File: src/rtl/cnn_buf_pkg.sv
// Shared types and constants for the CNN layer ping-pong buffer.
package cnn_buf_pkg;
  localparam int BUF_DW   = 16;
  localparam int BUF_AW   = 16;
  localparam int FRT_CELL = 120;
  localparam int MID_CELL = 84;

  typedef enum logic [1:0] {
    IDLE      = 2'd0,
    WRITE     = 2'd1,
    SWITCH    = 2'd2,
    WAIT_BANK = 2'd3
  } wr_state_t;
endpackage

File: src/rtl/pingpong_bank_flags.sv
// Per-bank full flags: set by the last word of a frame, cleared by the consumer's rd_done.
// A set and a clear on the same bank in the same cycle leaves the bank full.
module pingpong_bank_flags (
  input  logic       clk,
  input  logic       rst_n,
  input  logic       i_set,
  input  logic       i_set_bank,
  input  logic [1:0] i_rd_done,
  output logic [1:0] o_bank_full
);
  logic [1:0] r_full;
  logic [1:0] w_set_vec;
  logic [1:0] w_full_nxt;

  always_comb begin
    w_set_vec = 2'b00;
    if (i_set) w_set_vec[i_set_bank] = 1'b1;
    w_full_nxt = w_set_vec | (r_full & ~i_rd_done);
  end

  always_ff @(posedge clk or negedge rst_n) begin
    if (!rst_n) r_full <= 2'b00;
    else        r_full <= w_full_nxt;
  end

  assign o_bank_full = r_full;
endmodule

File: src/rtl/pingpong_wr_ctrl.sv
// Write-side ping-pong controller: fills one bank per frame, then flips to the other,
// stalling the producer while the target bank still holds an unreleased frame.
module pingpong_wr_ctrl
  import cnn_buf_pkg::*;
#(
  parameter int unsigned CELL_CNT  = FRT_CELL,
  parameter int unsigned ADDR_BASE = 0
) (
  input  logic              clk,
  input  logic              rst_n,
  input  logic              in_valid,
  input  logic [BUF_DW-1:0] in_data,
  output logic              in_ready,
  input  logic [1:0]        rd_done,
  output logic              we,
  output logic [BUF_DW-1:0] data,
  output logic [BUF_AW-1:0] addr,
  output logic              select,
  output logic [1:0]        bank_full,
  output logic              frame_done
);
  if (CELL_CNT < 1 || CELL_CNT > 65535 || (ADDR_BASE + CELL_CNT - 1) > 65535) begin : g_param_err
    $error("pingpong_wr_ctrl: CELL_CNT/ADDR_BASE out of 16-bit address range");
  end

  localparam logic [BUF_AW-1:0] LP_BASE = BUF_AW'(ADDR_BASE);
  localparam logic [15:0]       LP_LAST = 16'(CELL_CNT - 1);

  wr_state_t         r_state, w_state_nxt;
  logic [15:0]       r_cnt;
  logic              r_bank;
  logic              r_we, r_sel, r_fd;
  logic [BUF_DW-1:0] r_dat;
  logic [BUF_AW-1:0] r_addr;
  logic              w_accept, w_last;
  logic [1:0]        w_bank_full;

  assign w_accept = in_valid && (r_state == WRITE);
  assign w_last   = w_accept && (r_cnt == LP_LAST);

  always_comb begin
    w_state_nxt = r_state;
    case (r_state)
      IDLE:      w_state_nxt = WRITE;
      WRITE:     if (w_last) w_state_nxt = SWITCH;
      // r_bank already points at the next bank here
      SWITCH:    w_state_nxt = w_bank_full[r_bank] ? WAIT_BANK : WRITE;
      WAIT_BANK: if (!w_bank_full[r_bank]) w_state_nxt = WRITE;
      default:   w_state_nxt = IDLE;
    endcase
  end

  always_ff @(posedge clk or negedge rst_n) begin
    if (!rst_n) begin
      r_state <= IDLE;
      r_cnt   <= '0;
      r_bank  <= 1'b0;
    end else begin
      r_state <= w_state_nxt;
      if (w_accept) begin
        r_cnt <= w_last ? 16'd0 : r_cnt + 16'd1;
        if (w_last) r_bank <= ~r_bank;
      end
    end
  end

  always_ff @(posedge clk or negedge rst_n) begin
    if (!rst_n) begin
      r_we   <= 1'b0;
      r_dat  <= '0;
      r_addr <= '0;
      r_sel  <= 1'b0;
      r_fd   <= 1'b0;
    end else begin
      r_we <= w_accept;
      r_fd <= w_last;
      if (w_accept) begin
        r_dat  <= in_data;
        r_addr <= LP_BASE + r_cnt;
        r_sel  <= r_bank;
      end
    end
  end

  pingpong_bank_flags u_flags (
    .clk         (clk),
    .rst_n       (rst_n),
    .i_set       (w_last),
    .i_set_bank  (r_bank),
    .i_rd_done   (rd_done),
    .o_bank_full (w_bank_full)
  );

  assign in_ready   = (r_state == WRITE);
  assign we         = r_we;
  assign data       = r_dat;
  assign addr       = r_addr;
  assign select     = r_sel;
  assign frame_done = r_fd;
  assign bank_full  = w_bank_full;
endmodule

File: config.mk
export PLATFORM = sky130hd
export DESIGN_NAME = pingpong_wr_ctrl
export DESIGN_NICKNAME = d
export VERILOG_FILES = /design/src/rtl/cnn_buf_pkg.sv /design/src/rtl/pingpong_bank_flags.sv /design/src/rtl/pingpong_wr_ctrl.sv
export SDC_FILE = /design/constraint.sdc
export NUM_CORES = 1
export LEC_CHECK = 0
export BUFFER_PORTS_ARGS = -buffer_cell sky130_fd_sc_hd__buf_2
export CORE_UTILIZATION = 45
export CTS_CLUSTER_DIAMETER = 150
export DETAILED_ROUTE_END_ITERATION = 12
export PLACE_DENSITY = 0.69
export SLEW_MARGIN = 20
export SYNTH_ARGS = -nofsm -noshare
export SYNTH_HDL_FRONTEND = slang
export SYNTH_SLANG_ARGS = --single-unit
File: constraint.sdc
create_clock -name clk -period 2.3 [get_ports clk]
set_input_delay 0.46 -clock clk [delete_from_list [all_inputs] [get_ports clk]]
set_output_delay 0.46 -clock clk [all_outputs]
set_load 0.02 [all_outputs]
Word-level counts from Yosys, hierarchy flattened. Index checks and enable logic that the tools add are counted.

Muxes and demuxes: 10. Equal/unequal tests: 6. Bitwise gates (word level): 4. Reduce and logical (&&, ||, !) cells: 6. Add/subtract/negate cells: 1. Order comparisons: 2.

Operators with widths (count): 16-bit by 1-bit adder with 16-bit output (second input constant) (1); 16-bit by 7-bit == test with 1-bit output (second input constant) (1); 16-bit 2-to-1 mux (1); 2-bit 2-to-1 mux (4); 2-bit case mux with 4 select lines (1); 2-bit == test (second input constant) (2); 2-bit AND reduction (2); 1-bit logical AND (3); 1-bit 2-to-1 mux (3); 2-bit AND (1); 2-bit by 1-bit == test with 1-bit output (second input constant) (1); 2-bit logical NOT (1); 1-bit by 2-bit < comparator with 1-bit output (second input constant) (1); 2-bit by 1-bit != test with 1-bit output (second input constant) (1); 2-bit != test (second input constant) (1); 2-bit inverter (1); 2-bit bitwise OR (1); 1-bit demux with 1-bit select (1); 1-bit >= comparator (second input constant) (1); 1-bit inverter (1).

Output and inout port bits: 38. Register bits after elaboration: 56. Input bits: 21. Logic and storage cells: 38.

Longest topological paths before layout. Gate-level depths: netlist of the first run.

Word-level depth: 6. Depth in mapped cells: 7. Depth with buffers taken out: 6.

Cells and area by module. Synthesis of the first run repeated with hierarchy kept, for this count alone.

Cells, all modules: 246. Area total of the unflattened synthesis: 2387.3 sq um.

Modules (own cells, without submodules): pingpong_wr_ctrl (area each 2304.7 sq um, cells each 238, sequential area each 1351.3 sq um, instances 1); pingpong_bank_flags (area each 82.6 sq um, cells each 8, sequential area each 50.0 sq um, instances 1).

Worst setup path after synthesis of the first run. Ideal clock, no wire load.

Path type: flip-flop to flip-flop. Start point: reg r_state[1]. End point: reg r_dat[10] (netlist: data[10]). Setup slack: 234 ps. Cell stages (with the launch flop): 7. Arrival time: 1941 ps. Buffers on the path: 1. Library setup time: 125 ps. Required time: 2175 ps. Period minus slack after synthesis: 2066 ps. Cells stage by stage: dfrtp_1 inv_1 ha_1 nand2_1 inv_2 buf_1 mux2_2.

Cells in the longest elaborated chain, start to end: 2.

Ends and longest elaborated chain: start: declaration (RTL line pingpong_wr_ctrl.sv:29) `wr_state_t r_state, w_state_nxt;`; start signal: assignment (RTL line pingpong_wr_ctrl.sv:59) `r_state <= w_state_nxt;`; 2-bit by 1-bit == test with 1-bit output; via in_ready (RTL line pingpong_wr_ctrl.sv:13) `output logic in_ready,`; 1-bit logical AND (RTL line pingpong_wr_ctrl.sv:38) `assign w_accept = in_valid && (r_state == WRITE);`; via w_accept (RTL line pingpong_wr_ctrl.sv:35) `logic w_accept, w_last;`; end signal: assignment (RTL line pingpong_wr_ctrl.sv:78) `r_dat <= in_data;`; end: declaration (RTL line pingpong_wr_ctrl.sv:33) `logic [BUF_DW-1:0] r_dat;`.

The timed path passes the listed nets, and every way through them passes these cells. A chain may end at the register's enable or synchronous reset.

Worst setup path in the final report of the first run.
Start point: reg r_cnt[11]. End point: reg r_cnt[0].

Cells in the longest elaborated chain, start to end: 3.

Ends and longest elaborated chain: start: declaration (RTL line pingpong_wr_ctrl.sv:30) `logic [15:0] r_cnt;`; start signal: assignment (RTL line pingpong_wr_ctrl.sv:61) `r_cnt <= w_last ? 16'd0 : r_cnt + 16'd1;`; 16-bit by 7-bit == test with 1-bit output (RTL line pingpong_wr_ctrl.sv:39) `assign w_last = w_accept && (r_cnt == LP_LAST);`; 1-bit logical AND (RTL line pingpong_wr_ctrl.sv:39); 16-bit 2-to-1 mux (RTL line pingpong_wr_ctrl.sv:61).

Every way passes these cells.

==> metrics.txt, run 1 <==
CP top delay family simple AND/OR/NAND/NOR gates; Worst Path Buf+Inv 0; cts bufs inserted 5; P_sw 0.001173 W; fin worst setup slack 0.3198 ns; Reg power frac 43.9%; unrepaired setup endpoints after global routing false; FILL cells 403; Max Root-Sink Buffers 2; Required @ worst endpoint 2.49 ns; All-Layer GR Usage 17.22%; logic gate share of total power 36.2%; dominant synthesized flop cell dfrtp_1; internal power 0.002109 W; Ports 59; CTS Hold Bufs 0; Placer Congestion 0.7928; Reg clk slew, reported paths 0.10 ns; Die H 74.19 um; Slowest-stage cell, CP or4_4; Final min period 1.980 ns; Net Count, Synth 204; IO Port Bufs 58; count of final hold-check violations 0; largest net degree at the start of global routing 34; CP arrival 2.17 ns; Fin Setup TNS 0 ns; Net Sw Frac 35.74%; max incr delay on CP 0.56 ns; Setup Skew 0.007878 ns; async set-reset flop share out of synthesis 100.0%; initial antenna violation count 0; post-layout util 58.72%; WL per Instance 13.42 um; FF+latch count, synth 56; Least-Margin Pin Slew 0.7330 ns; Vias 1553; crit path max fanout 6; fraction of layout cells with a size suffix above 1 44.72%; Final Non-Filler Cells 313; DRC Markers 0; Pleak 1.413 nW; first-pass GRT wire length 6982 um; synthesized cell area 0.002345 mm2; Initial Util 48.05%; run status finished, final reports clean; Placement Setup Slack 0.3266 ns; Via density 4.962; CP Class flip-flop to flip-flop; CTS tree yes; Post-Place Cells 305; setup violators final 0; sequential fraction of the synthesis area 59.77%; largest cells by area after synthesis dfrtp_1, mux2_2, xnor2_1, ha_1, nand2_1; Slew Limit Fails 0; max cap viols 0; f_max 505.0 MHz; post-detail-place hpwl 3053 um; final wirelength 4202 um; CP Capture Type flip-flop; DRT iter0 DRCs 57; proportion of netlist area held by the largest area contributor 59.77%; Rel. slew slack 51.13%; global route overflow 0; Rows 25; CTS sink count 56; post-synth cell types 29; fin crit share 86.09%; Startpoint Class flip-flop; buffer type at the clock tree root clkbuf_8; core area 0.004880 mm2; die width 74.19 um; clock network power share 19.9%; crit-path cells or4_4, or2_4, nor4_1, o21ai_0; 1st-pass router iterations 4; post-synth top area cell dfrtp_1; die area 0.005503 mm2; Area growth syn-to-layout 22.20%; Setup Fix Bufs, Post-CTS 0; post-synthesis area per instance 13.17 um2; PwrDens 1146 mW/mm2; H-tree depth 2; clk_lat worst skew 0.31 ns; vias in the first global route 1520; Syn Inst Count 178; n_diodes 0; Post-synth EDFFs 0; post_cts resized 0; Final nets 271; HP Class input port to asynchronous set/reset pin; yosys warns 0; number of routed nets with antenna violations 0; VDD IR max 0.6766 mV
## cells in the mapped netlist (2+ instances only)
cell type  count
a22o_1         2
dfrtp_1       56
mux2_2        34
nand4_1        5
nor4_1         2
inv_1          6
nand3_1        5
ha_1           5
clkbuf_1       3
xor2_1         3
nand2_1       16
nor3_1         4
nor2_1         8
a21oi_1        2
o21ai_0        3
xnor2_1       11
## worst register-to-register path, delay by kind of cell (launching register included)
family	cells	cell delay, ns
compound gates	1	0.16
simple gates	3	1.25
flops	1	0.45
## logic make-up (layout without fill, tap and decap cells)
kind of cell	Yosys count	in the layout	share of synthesized area (%)
XOR/XNOR	14	14	5.230
adder cells (fa/ha/maj)	5	5	2.668
AND/OR/NAND/NOR	48	48	11.31
AO/OA/AOI/OAI	9	9	2.508
flip-flops	56	56	59.77
multiplexers	35	35	16.76
buffers and inverters	11	79	1.761
## placed cells by master, fill, tap and decap left out, drive strengths merged, types with 3 or more instances in the layout
cell type  count
nor2           8
nand2         16
ha             5
clkbuf         5
xnor2         11
nand3          5
o21ai          3
nor4           3
nand4          5
xor2           3
inv            7
dfrtp         56
buf           64
mux2          34
nor3           4
## final cells by class
cell class                      count  area [um2]  area share (%)
Clock buffer                        5       68.82           2.402
Tap cell                           67       83.83           2.926
Sequential cell                    56        1401           48.91
Multi-Input combinational cell    111       902.1           31.48
Clock inverter                      3       47.55           1.659
Timing Repair Buffer               64       335.3           11.70
Inverter                            7       26.28          0.9170
## path summary, 6_finish.rpt
check                                end  slack, ns  startpoint  depth (start not counted)
worst min-delay path                  we       0.19       rst_n                          1
worst min register to register    select       0.48      select                          2
worst max-delay path            r_cnt[0]       0.32   r_cnt[11]                          4
max in group asynchronous        data[4]       1.45       rst_n                          2
worst max register to register  r_cnt[0]       0.32   r_cnt[11]                          4
min in group clk                 data[6]       0.37  in_data[6]                          2
## state kept, by name (all words and copies together), names as in the netlist
name	flops
data	16
r_state	2
we	1
frame_done	1
select	1
u_flags.o_bank_full	2
r_bank	1
addr	16
r_cnt	16
## metrics by stage
step	power (W)	instance area, um2	hold slack, ns
final	0.003282	2865	0.1914
after global routing	0.003494	2865	0.2439
after CTS	0.003314	2865	0.2054
after detailed placement	0.002667	2749	0.4674
after global placement	0.002636	2749	0.4647
after floorplan	0.002264	2345	0.1644
## routing by layer
metal  up-vias  wire length [um]  global-route usage [%]
met5         -                 0                       0
met4         0                44                   6.410
met3         4               186                   5.014
met2        35              1905                   26.36
met1       757              2065                   23.35
li1        757                 -                       -
## power groups by stage
stage	registers [W]	logic, W	clock network, W
final	0.00144	0.00119	0.000654
after floorplan	0.00170	0.000568	0
after global routing	0.00149	0.00131	0.000701
after CTS	0.00144	0.00121	0.000666
after detailed placement	0.00146	0.00120	0
after global placement	0.00145	0.00118	0
Power figures use the tool's default switching activity.
==> inputs of run 2 (changes only) <==
PLACE_DENSITY = 0.72   (was 0.69)
clock period = 1.67 ns   (was 2.3 ns; I/O delays follow)
==> metrics.txt, run 2 (same netlist as run 1, synthesis figures left out) <==
CTS sink count 56 (unchanged); buffer type at the clock tree root clkbuf_8; fin crit share 105.8% (+20 points); Slew Limit Fails 0 (unchanged); initial antenna violation count 0 (unchanged); die width 74.19 um (unchanged); max cap viols 0 (unchanged); All-Layer GR Usage 18.15% (+0.93 points); Rel. slew slack 65.44% (+14 points); DRT iter0 DRCs 64 (+12%); DRC Markers 0 (unchanged); Reg power frac 42.7% (-1.2 points); CTS tree yes; CP Class flip-flop to flip-flop; setup violators final 8 (+8); Via density 4.898 (-1.3%); clk_lat worst skew 0.31 ns (about the same); vias in the first global route 1642 (+8.0%); first-pass GRT wire length 7431 um (+6.4%); PwrDens 1472 mW/mm2 (+28%); global route overflow 0 (unchanged); Pleak 1.515 nW (+7.2%); IO Port Bufs 58 (unchanged); logic gate share of total power 42.1% (+5.9 points); max incr delay on CP 0.56 ns (about the same); Slowest-stage cell, CP or4_4; crit path max fanout 2 (-4); Placer Congestion 0.7851 (-0.97%); Area growth syn-to-layout 32.60%; Reg clk slew, reported paths 0.10 ns (about the same); unrepaired setup endpoints after global routing true; fraction of layout cells with a size suffix above 1 53.38% (+8.7 points); Initial Util 48.05% (unchanged); cts bufs inserted 5 (unchanged); largest net degree at the start of global routing 22 (-35%); most common library cell in the layout ignoring fill and taps buf_2; Net Sw Frac 36.46% (+0.72 points); run status complete, but fails checks; final wirelength 4527 um (+7.7%); core area 0.004880 mm2 (unchanged); Ports 59 (unchanged); 1st-pass router iterations 4 (unchanged); Final nets 292 (+7.7%); WHS 0.2456 ns (+0.05426 ns); Setup Skew 0.01211 ns (+0.004233 ns); Startpoint Class flip-flop; HP Class input port to flip-flop; Required @ worst endpoint 1.87 ns (-0.62 ns); Die H 74.19 um (unchanged); n_diodes 0 (unchanged); Vias 1631 (+5.0%); Post-Place Cells 325 (+6.6%); Setup Fix Bufs, Post-CTS 0 (unchanged); VDD IR max 0.8179 mV (+21%); CP Capture Type flip-flop; Final Non-Filler Cells 333 (+6.4%); f_max 566.0 MHz (+12%); Rows 25 (unchanged); internal power 0.002908 W (+38%); CP arrival 1.96 ns (-0.21 ns); count of final hold-check violations 0 (unchanged); failing checks negative setup slack; P_sw 0.001669 W (+42%); Placement Setup Slack -0.1004 ns (-0.4270 ns); number of routed nets with antenna violations 0 (unchanged); most frequent cells in the layout buf_2, dfrtp_1, mux2_2; Final min period 1.767 ns (-0.2133 ns); die area 0.005503 mm2 (unchanged); post-layout util 63.72% (+5.0 points); clock network power share 15.3% (-4.6 points); Max Root-Sink Buffers 2 (unchanged); WL per Instance 13.59 um (+1.3%); post-detail-place hpwl 3330 um (+9.1%); H-tree depth 2 (unchanged); fin worst setup slack -0.09686 ns (-0.4167 ns); Least-Margin Pin Slew 0.5184 ns (-0.2147 ns); crit-path cells or4_4, o41ai_4, nand2_1, mux2_2
run 2: worst paths after layout:
kind                             start    endpoint  slack (ns)  cells after the start
max                          r_cnt[10]  r_state[1]        -0.1                      4
min                        in_data[13]    data[13]        0.25                      2
max reg2reg                  r_cnt[10]  r_state[1]        -0.1                      4
min reg2reg                     select      select        0.50                      2
max in group asynchronous        rst_n    r_cnt[9]        0.66                      3
min in group asynchronous        rst_n     addr[1]        0.52                      2
run 2: power by group through the flow:
stage | combinational, W | clock (W) | sequential (W)
floorplan | 0.000830 | 0 | 0.00234
global placement | 0.00185 | 0 | 0.00196
detailed placement | 0.00189 | 0 | 0.00199
CTS | 0.00190 | 0.000724 | 0.00196
global route | 0.00209 | 0.000778 | 0.00201
finish | 0.00193 | 0.000699 | 0.00195
run 2: critical path: cells and delay by family (launching register included):
kind / cells / cell delay (ns)
AO/OA/AOI/OAI: 1 / 0.33
AND/OR/NAND/NOR: 2 / 0.67
multiplexers: 1 / 0.27
flip-flops: 1 / 0.39
run 2: cell type report:
type	instances	area, um2
clock buffers	5	68.82
clock inverters	2	12.51
fillers	403	1770
inverters	7	28.78
multi-input cells	111	989.7
flip-flops and latches	56	1401
well taps	67	83.83
repair buffers	85	524.3
run 2: metrics by stage:
| stage | TNS [ns] | area [um2] | total power [W] |
|---|---|---|---|
| finish | -0.4332 | 3109 | 0.004576 |
| global route | -1.037 | 3109 | 0.004881 |
| floorplan | -0.3143 | 2382 | 0.003173 |
| global placement | -0.2718 | 2960 | 0.003810 |
| CTS | -0.4065 | 3068 | 0.004583 |
| detailed placement | -0.4584 | 2960 | 0.003878 |
run 2: what timing repair did:
action | in CTS | in global routing
hold buffers | 1 | 0
endpoints found under the setup margin | 8 | 30
pin swaps | 7 | 2
hold endpoints to repair | 3 | 0
gates resized for setup | 2 | 12
run 2: routing by layer:
metal / global-route usage (%) / wire, um
met1: 22.87 / 2021
met3: 3.659 / 131
met5: 0 / 0
met2: 30.51 / 2307
met4: 7.692 / 67
==> inputs of run 3 (changes only) <==
==> constraint.sdc (replaced) <==
create_clock -name clk -period 1.67 [get_ports clk]
set_input_delay 0.334 -clock clk [delete_from_list [all_inputs] [get_ports clk]]
set_output_delay 0.334 -clock clk [all_outputs]
set_load 0.05 [all_outputs]
==> metrics.txt, run 3 (same netlist as run 1, synthesis figures left out) <==
Rows 25 (unchanged); CP Capture Type flip-flop; Startpoint Class flip-flop; Via density 4.967 (+1.4%); Final nets 288 (-1.4%); n_diodes 0 (unchanged); All-Layer GR Usage 19.05% (+0.90 points); most frequent cells in the layout buf_2, dfrtp_1, mux2_2; total power 0.005581 W (+22%); WHS 0.001198 ns (-0.2444 ns); Slowest-stage cell, CP or4_4; fin crit share 105.3% (-0.51 points); Final min period 1.758 ns (-0.008453 ns); Placer Congestion 0.7746 (-1.3%); number of routed nets with antenna violations 0 (unchanged); WL per Instance 14.12 um (+3.9%); final wirelength 4645 um (+2.6%); CP top delay family simple AND/OR/NAND/NOR gates; f_max 568.7 MHz (+0.48%); Ports 59 (unchanged); max incr delay on CP 0.55 ns (about the same); Pleak 1.522 nW (+0.47%); unrepaired setup endpoints after global routing true; clk_lat worst skew 0.31 ns (about the same); 1st-pass router iterations 4 (unchanged); Least-Margin Pin Slew 0.3400 ns (-0.1783 ns); CP arrival 1.95 ns (about the same); largest net degree at the start of global routing 57 (+160%); first-pass GRT wire length 7645 um (+2.9%); fin worst setup slack -0.08841 ns (+0.008453 ns); DRC Markers 0 (unchanged); die width 74.19 um (unchanged); initial antenna violation count 0 (unchanged); Initial Util 48.05% (unchanged); Slew Limit Fails 0 (unchanged); Reg clk slew, reported paths 0.10 ns (about the same); vias in the first global route 1578 (-3.9%); Worst Path Buf+Inv 0 (unchanged); count of final hold-check violations 0 (unchanged); post-route cell area 0.003095 mm2 (-0.44%); most common library cell in the layout ignoring fill and taps buf_2; setup violators final 5 (-3); HP Class input port to asynchronous set/reset pin; fraction of layout cells with a size suffix above 1 52.29% (-1.1 points); crit path max fanout 2 (unchanged); Die H 74.19 um (unchanged); cts bufs inserted 5 (unchanged); VDD IR max 0.8898 mV (+8.8%); buffer type at the clock tree root clkbuf_8; PwrDens 1803 mW/mm2 (+22%); post-layout util 63.44% (-0.28 points); IO Port Bufs 58 (unchanged); Area growth syn-to-layout 32.02%; Max Root-Sink Buffers 2 (unchanged); CTS tree yes; core area 0.004880 mm2 (unchanged); DRT iter0 DRCs 85 (+33%); post-detail-place hpwl 3338 um (+0.24%); Rel. slew slack 77.25% (+12 points); placed cell areas 0.002925 mm2 (-1.2%); crit-path cells or4_4, o41ai_2, nand2_1, mux2_2; die area 0.005503 mm2 (unchanged); failing checks negative setup slack; Vias 1634 (+0.18%); Setup Skew 0.009482 ns (-0.002629 ns); FF/Latch Area 0.001401 mm2 (unchanged); global route overflow 0 (unchanged); FILL cells 407 (+0.99%); run status complete, but fails checks; Required @ worst endpoint 1.86 ns (about the same); Multi-input gate area 970.9 um2 (-1.9%); H-tree depth 2 (unchanged); max cap viols 0 (unchanged); CTS sink count 56 (unchanged); CP Class flip-flop to flip-flop
[run 3: final timing paths]
check | start | end | slack [ns] | depth (start not counted)
hold / removal | rst_n | r_cnt[1] | 0.001 | 2
max in group asynchronous | rst_n | addr[11] | 1.42 | 2
min in group clk | in_data[12] | data[12] | 0.25 | 2
hold reg to reg | select | select | 0.49 | 2
setup reg to reg | r_cnt[10] | r_state[1] | -0.09 | 4
setup / recovery | r_cnt[10] | r_state[1] | -0.09 | 4
[run 3: report_power, final]
group	leakage [nW]	internal [W]	switching, W
combinational	0.753	0.000865	0.00174
sequential	0.705	0.00174	0.000226
clock	0.0642	0.000590	0.000421
total	1.52	0.00319	0.00239
[run 3: cell type report]
| type | count | share of cell area (%) |
|---|---|---|
| multi-input cells | 111 | 31.37 |
| inverters | 7 | 0.9297 |
| clock inverters | 2 | 1.940 |
| clock buffers | 5 | 2.223 |
| well taps | 67 | 2.708 |
| repair buffers | 81 | 15.56 |
| flip-flops and latches | 56 | 45.27 |
[run 3: per-stage QoR]
stage,std cells,worst slack (ns),TNS (ns)
2_1_floorplan,178,-0.09404,-0.3952
3_3_place_gp,321,-0.07247,-0.2430
3_5_place_dp,321,-0.1300,-0.6836
4_1_cts,329,-0.1001,-0.3676
5_1_grt,329,-0.1241,-0.8823
6_report,329,-0.08841,-0.2402
[run 3: what timing repair did]
item | CTS | global route
buffers inserted | 1 | 0
setup endpoints to repair | 11 | 14
endpoints found under the hold margin | 0 | 0
hold buffers | 0 | 0
pin swaps | 7 | 2
resized for setup | 3 | 8
[run 3: routing by layer]
layer	part of all wire, %	vias up	GRT usage (%)
met5	0	-	0
met1	44	801	24.51
met4	2.4	0	9.188
met3	4.2	8	4.065
met2	50	36	30.71
li1	-	789	-
